==> config.mk <==
export PLATFORM = sky130hd
export DESIGN_NAME = control_sequencer
export DESIGN_NICKNAME = d
export VERILOG_FILES = /design/src/rtl/cpu16_pkg.sv /design/src/rtl/control_sequencer.sv
export SDC_FILE = /design/constraint.sdc
export NUM_CORES = 1
export LEC_CHECK = 0
export ABC_AREA = 1
export CORE_MARGIN = 5
export CORE_UTILIZATION = 40
export CTS_CLUSTER_SIZE = 10
export DETAILED_ROUTE_END_ITERATION = 6
export PLACE_DENSITY = 0.73
export SLEW_MARGIN = 20
export SYNTH_ARGS = -nofsm -noshare
export SYNTH_HDL_FRONTEND = slang
export SYNTH_SLANG_ARGS = --single-unit
==> constraint.sdc <==
create_clock -name clk -period 1.6 [get_ports clk]
set_input_delay 0.48 -clock clk [delete_from_list [all_inputs] [get_ports clk]]
set_output_delay 0.48 -clock clk [all_outputs]
set_load 0.05 [all_outputs]
==> src/rtl/cpu16_pkg.sv <==
// Shared definitions for the 16-bit processor: opcodes, sequencer states and
// the opcode classifier used by both the sequencer and the decoder.
package cpu16_pkg;

    localparam int PC_W_DEFAULT = 8;

    localparam logic [3:0] OP_LW   = 4'd7;
    localparam logic [3:0] OP_SW   = 4'd8;
    localparam logic [3:0] OP_JMP  = 4'd9;
    localparam logic [3:0] OP_HALT = 4'd15;

    typedef enum logic [2:0] {
        ST_IDLE   = 3'd0,
        ST_FETCH  = 3'd1,
        ST_DECODE = 3'd2,
        ST_EXEC   = 3'd3,
        ST_MEM    = 3'd4,
        ST_WB     = 3'd5,
        ST_HALT   = 3'd6
    } state_t;

    typedef enum logic [2:0] {
        CLS_ALU,
        CLS_LOAD,
        CLS_STORE,
        CLS_JUMP,
        CLS_HALT,
        CLS_ILLEGAL
    } op_class_t;

    // Opcodes 0-6 are register/immediate ALU ops; 10-14 are unassigned.
    function automatic op_class_t classify_op(input logic [3:0] op);
        op_class_t cls;
        cls = CLS_ILLEGAL;
        if (op <= 4'd6)          cls = CLS_ALU;
        else if (op == OP_LW)    cls = CLS_LOAD;
        else if (op == OP_SW)    cls = CLS_STORE;
        else if (op == OP_JMP)   cls = CLS_JUMP;
        else if (op == OP_HALT)  cls = CLS_HALT;
        return cls;
    endfunction

endpackage

==> src/rtl/control_sequencer.sv <==
// Multi-cycle control FSM: owns PC and IR, fetches instructions and steps each
// one through decode, execute, memory and write-back with enable strobes.
module control_sequencer
    import cpu16_pkg::*;
#(
    parameter int PC_W  = PC_W_DEFAULT,
    parameter int CNT_W = 16
) (
    input  logic             clk,
    input  logic             reset,
    input  logic             run,
    output logic             imem_req,
    output logic [PC_W-1:0]  imem_addr,
    input  logic             imem_ready,
    input  logic [15:0]      imem_rdata,
    output logic [15:0]      ir,
    output logic [PC_W-1:0]  pc,
    output logic             alu_en,
    output logic             dmem_req,
    output logic             dmem_we,
    input  logic             dmem_ready,
    output logic             reg_we,
    output logic             retire,
    output logic [CNT_W-1:0] retired_cnt,
    output logic             halted,
    output logic             illegal,
    output logic [2:0]       state
);

    state_t    cur_state;
    state_t    next_state;
    state_t    boundary_state;
    op_class_t op_class;

    assign op_class       = classify_op(ir[3:0]);
    assign boundary_state = run ? ST_FETCH : ST_IDLE;
    assign imem_addr      = pc;
    assign halted         = (cur_state == ST_HALT);
    assign state          = cur_state;

    // Strobes depend only on the current state and the latched IR; the one
    // exception is a store, which completes on its memory ready beat.
    always_comb begin
        next_state = cur_state;
        imem_req   = 1'b0;
        alu_en     = 1'b0;
        dmem_req   = 1'b0;
        dmem_we    = 1'b0;
        reg_we     = 1'b0;
        retire     = 1'b0;
        case (cur_state)
            ST_IDLE: begin
                if (run) next_state = ST_FETCH;
            end
            ST_FETCH: begin
                imem_req = 1'b1;
                if (imem_ready) next_state = ST_DECODE;
            end
            ST_DECODE: begin
                if (op_class == CLS_HALT) begin
                    next_state = ST_HALT;
                end else if (op_class == CLS_ILLEGAL) begin
                    retire     = 1'b1;
                    next_state = boundary_state;
                end else begin
                    next_state = ST_EXEC;
                end
            end
            ST_EXEC: begin
                alu_en = 1'b1;
                if (op_class == CLS_JUMP) begin
                    retire     = 1'b1;
                    next_state = boundary_state;
                end else if (op_class == CLS_LOAD || op_class == CLS_STORE) begin
                    next_state = ST_MEM;
                end else begin
                    next_state = ST_WB;
                end
            end
            ST_MEM: begin
                dmem_req = 1'b1;
                dmem_we  = (op_class == CLS_STORE);
                if (dmem_ready) begin
                    if (op_class == CLS_STORE) begin
                        retire     = 1'b1;
                        next_state = boundary_state;
                    end else begin
                        next_state = ST_WB;
                    end
                end
            end
            ST_WB: begin
                reg_we     = 1'b1;
                retire     = 1'b1;
                next_state = boundary_state;
            end
            ST_HALT: begin
                next_state = ST_HALT;
            end
            default: begin
                next_state = ST_IDLE;
            end
        endcase
    end

    // A jump in EXEC overrides the increment done when it was fetched.
    always_ff @(posedge clk or posedge reset) begin
        if (reset) begin
            cur_state   <= ST_IDLE;
            pc          <= '0;
            ir          <= '0;
            retired_cnt <= '0;
            illegal     <= 1'b0;
        end else begin
            cur_state <= next_state;
            if (cur_state == ST_FETCH && imem_ready) begin
                ir <= imem_rdata;
                pc <= pc + PC_W'(1);
            end
            if (cur_state == ST_EXEC && op_class == CLS_JUMP) begin
                pc <= ir[4 +: PC_W];
            end
            if (cur_state == ST_DECODE && op_class == CLS_ILLEGAL) begin
                illegal <= 1'b1;
            end
            if (retire) begin
                retired_cnt <= retired_cnt + CNT_W'(1);
            end
        end
    end

endmodule

# Yosys cells after proc, flatten, opt, wreduce, memory -nomap -nowiden
# Cells that the tools add are included.
[totals]
in_bits = 21
wordCells = 61
out_inout_bits = 59
reg_bits = 44
[op_classes]
n_eq_ne = 18
muxes = 28
n_addsub = 2
n_reduce_logical = 7
magnitude_cmp = 1
[op_table]
columns = ["op", "count"]
rows = [
  ["3-bit two-way mux", 10],
  ["3-bit one-hot mux with 7 select lines", 1],
  ["16-bit by 1-bit adder with 16-bit output, second input constant", 1],
  ["8-bit two-way mux", 2],
  ["3-bit == test, second input constant", 5],
  ["1-bit two-way mux", 13],
  ["3-bit by 2-bit == test with 1-bit output, second input constant", 4],
  ["4-bit == test, second input constant", 3],
  ["8-bit by 1-bit adder with 8-bit output, second input constant", 1],
  ["3-bit by 1-bit == test with 1-bit output, second input constant", 2],
  ["2-bit inequality test, second input constant", 3],
  ["4-bit by 3-bit == test with 1-bit output, second input constant", 1],
  ["4-bit by 3-bit <= comparator with 1-bit output, second input constant", 1],
  ["1-bit one-hot mux with 4 select lines", 1],
  ["1-bit logical AND", 3],
  ["3-bit zero test", 1],
  ["3-bit AND reduction", 1],
  ["2-bit two-way mux", 1],
  ["2-bit nonzero test", 1],
  ["1-bit logical OR", 1],
]

# Longest topological paths before layout
[depth]
depth_word = 11
depth_mapped = 10
mapped_depth_nobuf = 9

# Worst setup path after synthesis
# OpenSTA, ideal clock, no wires.
[synth_path]
path_kind = "register -> output"
startpoint = "register cur_state[2] (netlist: state[2])"
endpoint = "output port retire"
arrival_ns = 2.083
path_buffers = 1
slack_ns = -0.963
path_stages_with_launch = 6
required_time_ns = 1.120
path_cell_list = "dfrtp_1 -> nand2_1 -> nor2_1 -> nor2_4 -> nand3_4 -> buf_6"
[synth_between]
elab_chain_cells = 2
word_cells_on_any_way = 5
classes_between = "eq/ne (4); mux (1)"
[synth_lines]
columns = ["element", "line_no", "text"]
rows = [
  ["start, declared", "control_sequencer.sv:30", "state_t cur_state;"],
  ["start signal, assigned", "control_sequencer.sv:115", "cur_state <= next_state;"],
  ["3-bit == test / 3-bit by 2-bit == test with 1-bit output (equally long branches)", "control_sequencer.sv:51", "case (cur_state)"],
  ["1-bit one-hot mux with 4 select lines (*)", "control_sequencer.sv:51", ""],
  ["end, declared", "control_sequencer.sv:23", "output logic retire,"],
]
# Mark *: on every way between the ends. The rest lies on a longest branch, timed or not.

# Final worst setup path
[layout_path]
startpoint = "register ir[2]"
endpoint = "output port retire"
[layout_between]
elab_chain_cells = 10
word_cells_on_any_way = 20
classes_between = "order compare (1); eq/ne (8); mux (11)"
[layout_lines]
columns = ["element", "line_no", "text"]
rows = [
  ["start, declared", "control_sequencer.sv:16", "output logic [15:0] ir,"],
  ["start signal, assigned", "control_sequencer.sv:117", "ir <= imem_rdata;"],
  ["4-bit == test", "cpu16_pkg.sv:39", "else if (op == OP_HALT) cls = CLS_HALT;"],
  ["1-bit two-way mux", "cpu16_pkg.sv:39", ""],
  ["3-bit two-way mux", "cpu16_pkg.sv:38", "else if (op == OP_JMP) cls = CLS_JUMP;"],
  ["3-bit two-way mux", "cpu16_pkg.sv:37", "else if (op == OP_SW) cls = CLS_STORE;"],
  ["3-bit two-way mux", "cpu16_pkg.sv:36", "else if (op == OP_LW) cls = CLS_LOAD;"],
  ["3-bit two-way mux (*)", "cpu16_pkg.sv:35", "if (op <= 4'd6) cls = CLS_ALU;"],
  ["3-bit by 2-bit == test with 1-bit output / 3-bit == test (equally long branches)", "control_sequencer.sv:84, control_sequencer.sv:62", ""],
  ["1-bit two-way mux (on tied branches)", "control_sequencer.sv:84, control_sequencer.sv:62", ""],
  ["1-bit two-way mux (on tied branches)", "control_sequencer.sv:83, control_sequencer.sv:60", ""],
  ["1-bit one-hot mux with 4 select lines (*)", "control_sequencer.sv:51", ""],
]
# Marks and branches as above.

==> summary.md <==
## Floorplanning
* 41.8% — starting utilization of the core area
* 28 — number of placement rows
* 0.00795 mm² — overall die area
* 0.00599 mm² — Placeable Area
* 89.1 µm — Die W
* 89.1 µm — Vert. Die Dim
* 80 — total I/O pin count

## GRT
* 45 — maximum number of pins on one net before global-route repair
* 2,732 — vias in the first global route
* 13,200 µm — global-route wire length before repair
* 0 — number of antenna violations at the first check in global routing
* 0 — total grt overflow
* 21.3% — overall track demand over capacity in global routing

## Clock tree
* 2 — Max H-tree Level
* clkbuf_8 — Clock Root Buffer
* 2 — Longest Clk Path Bufs
* yes — CTS tree
* 5 — number of clock buffers inserted by TritonCTS
* 0 — quantity of hold-fixing buffers added after cts
* 0.08 ns — clock transition at the register clock pins on the worst setup and hold paths after CTS
* 0.30 ns — clock latency reported for the late side of the worst-skew pair
* 44 — clk sinks

## Drt
* 133 — number of DRC violations after detailed-routing iteration 0
* 0 — final antenna-violating net count
* 0 — total DRC errors in the routed layout
* 8970 µm — final WL
* 5 — first-pass iteration count of the detailed router
* 16.8 µm — average detailed-routed wire length per instance
* 2,837 — vias after detailed routing
* 5.30 — Avg Vias per Cell

## Min path
* in2async — worst min-delay path class

## Cells and area
* 86.5% — area added between synthesis and finish
* 0 — number of antenna cells inserted
* 356 — number of fill cells
* 535 — number of standard cells in the final layout excluding fillers
* 36.3% — fraction of final layout cells with drive strength greater than 1
* 482 — number of nets in the layout

## Power and ir drop
* 1.40 mV — VDD IR-drop max
* 9090 µW — total power of the final layout
* 0.00218 µW — P_leak
* 1950 mW/mm² — total power density per cell area

## Setup path
* state[2] — r2r startpoint
* reg2out — critical path type
* flop — element type at the critical path start
* 1.47 ns — arrival time of the worst setup path
* 10 — depth of the most critical reg-to-reg path
* 3 — CP max FO
* imem_addr[2] — R2R Path End
* 1.12 ns — critical path data required time
* -0.18 ns — register-to-register path setup slack
* output port — endpoint type of the worst setup path

## Yosys
* dfrtp_1 — dominant cell type by area after synthesis
* 334 — cells after synthesis
* 100% — fraction of synthesis flops using an asynchronous set or reset pin
* 44 — number of storage elements in the synthesis netlist
* 44.0% — part of the Yosys area used for sequential elements
* 0 — Synthesis Warnings
* 357 — net count after synthesis
* 0 — count of flip-flops with a built-in enable after synthesis
* 7.50 µm² — synthesized area per cell
* dfrtp_1 — most instantiated flip-flop cell in the synthesis netlist
* 0.00250 mm² — post-synth design cell area
* 28 — Synth cell types
* nand2_1, dfrtp_1, nor2_1 — most used standard cells in the synthesized netlist
* nand2_1 — most numerous cell in the Yosys netlist
* 44.0% — share of Yosys cell area claimed by the top area cell type
* dfrtp_1, nand2_1, nand4_1, nor2_1, nand3_1 — main area contributors after synthesis

## Timing
* 74.2% — relative slew slack
* 0.00744 ns — Clock Skews
* 122% — part of the cycle the worst path needs
* -2.61 ns — setup_tns
* -0.349 ns — Worst Setup Slack, final
* 0 — final count of hold timing violations
* 0.513 GHz — maximum clock rate
* true — unrepaired setup endpoints after global routing
* 1.95 ns — final worst path period need
* 20 — number of failing setup endpoints in the final timing report
* 0 — Pins Over Slew Limit
* 0.512 ns — worst hold slack across all endpoints
* 0.387 ns — worst slew pin tran

## Run status
* negative setup slack — failing checks
* finished with violations — result of the run

## Placement
* 79 — Port Buffers
* 505 — Placed Cells incl. Taps
* 5580 µm — placed wire-length estimate
* 0.891 — Final Wtd Congestion

## Job
* 0 — maximum capacitance violations

-- cell usage in the layout (no fill, tap or decap), types with 4 or more instances in the layout --
| cell type | Yosys | routed |
|---|---|---|
| nand4_1 | 19 | 19 |
| buf_6 | 1 | 12 |
| nand3_4 | 1 | 5 |
| dfrtp_1 | 44 | 36 |
| buf_4 | 9 | 38 |
| o21ai_0 | 8 | 6 |
| clkbuf_8 | 0 | 5 |
| clkdlybuf4s50_1 | 0 | 20 |
| inv_4 | 1 | 4 |
| inv_1 | 24 | 16 |
| xnor2_1 | 6 | 6 |
| dfrtp_2 | 0 | 8 |
| buf_12 | 0 | 62 |
| nor2_1 | 29 | 24 |
| nand2_1 | 134 | 126 |
| xor2_1 | 7 | 7 |
| nor2_4 | 2 | 8 |
| nand3_1 | 20 | 18 |
| o211ai_1 | 4 | 4 |
| nand2_2 | 1 | 7 |
-- final cells by class --
type / instances / area (µm²) / area share (%)
Clock buffer: 6 / 72.6 / 1.55
Clock inverter: 2 / 35.0 / 0.750
Inverter: 25 / 119 / 2.54
Multi-Input combinational cell: 250 / 1350 / 29.0
Sequential cell: 44 / 1110 / 23.8
Tap cell: 75 / 93.8 / 2.01
Timing Repair Buffer: 133 / 1890 / 40.4
-- kinds of logic after synthesis --
group           count (synthesis)  share of synthesized area, %
simple gates                  218                          38.5
flops                          44                          44.0
buf+inv                        40                          7.94
compound gates                 17                          4.10
xor+xnor                       13                          4.55
fa+ha+maj                       2                         0.999
-- per-layer routing --
| layer | global-route usage (%) | wire length, µm | up-vias |
|---|---|---|---|
| met1 | 24.6 | 3250 | 1333 |
| li1 | - | - | 1316 |
| met2 | 38.0 | 4690 | 151 |
| met5 | 0 | 0 | - |
| met3 | 6.45 | 741 | 37 |
| met4 | 5.82 | 281 | 0 |
-- worst max-delay path by stage --
stage / startpoint / to / cells past startpoint
2_1_floorplan: state[1] / retire / 7
3_5_place_dp: dmem_ready / retire / 4
4_1_cts: ir[2] / retire / 7
3_3_place_gp: dmem_ready / retire / 4
6_report: ir[2] / retire / 6
5_1_grt: ir[1] / retire / 6
-- report_power, final --
group	leakage, µW	switching (µW)	internal (µW)
Clock	0.0000552	392	464
Sequential	0.000560	595	1480
Combinational	0.00156	3280	2880
-- state kept, by name, indices dropped and copies added, names as in the netlist --
name	cells
ir	16
retired_cnt	16
imem_addr	8
state	3
illegal	1
-- critical path: stages (launching register included) --
cell and delay (ns):
dfrtp_2 0.44, buf_6 0.14, nand3_2 0.09, and3_4 0.22, nand2_4 0.06, nand3_4 0.09, buf_12 0.14
-- timing repair --
| action | in CTS | in global routing |
|---|---|---|
| resized for setup | 22 | 25 |
| pin swaps | 8 | 19 |
| cloned | 0 | 2 |
| endpoints found under the setup margin | 7 | 36 |
| setup buffers | 11 | 10 |
| endpoints found under the hold margin | 0 | 0 |
-- per-stage QoR --
stage          area [µm²]  setup WS, ns  util [%]
6_report             4670        -0.349      78.0
5_1_grt              4670        -0.401      78.0
4_1_cts              4480        -0.327      74.9
3_5_place_dp         4200        -0.235      70.2
3_3_place_gp         4200        -0.223      70.2
2_1_floorplan        2580        -0.487         -
Power figures use the tool's default switching activity.
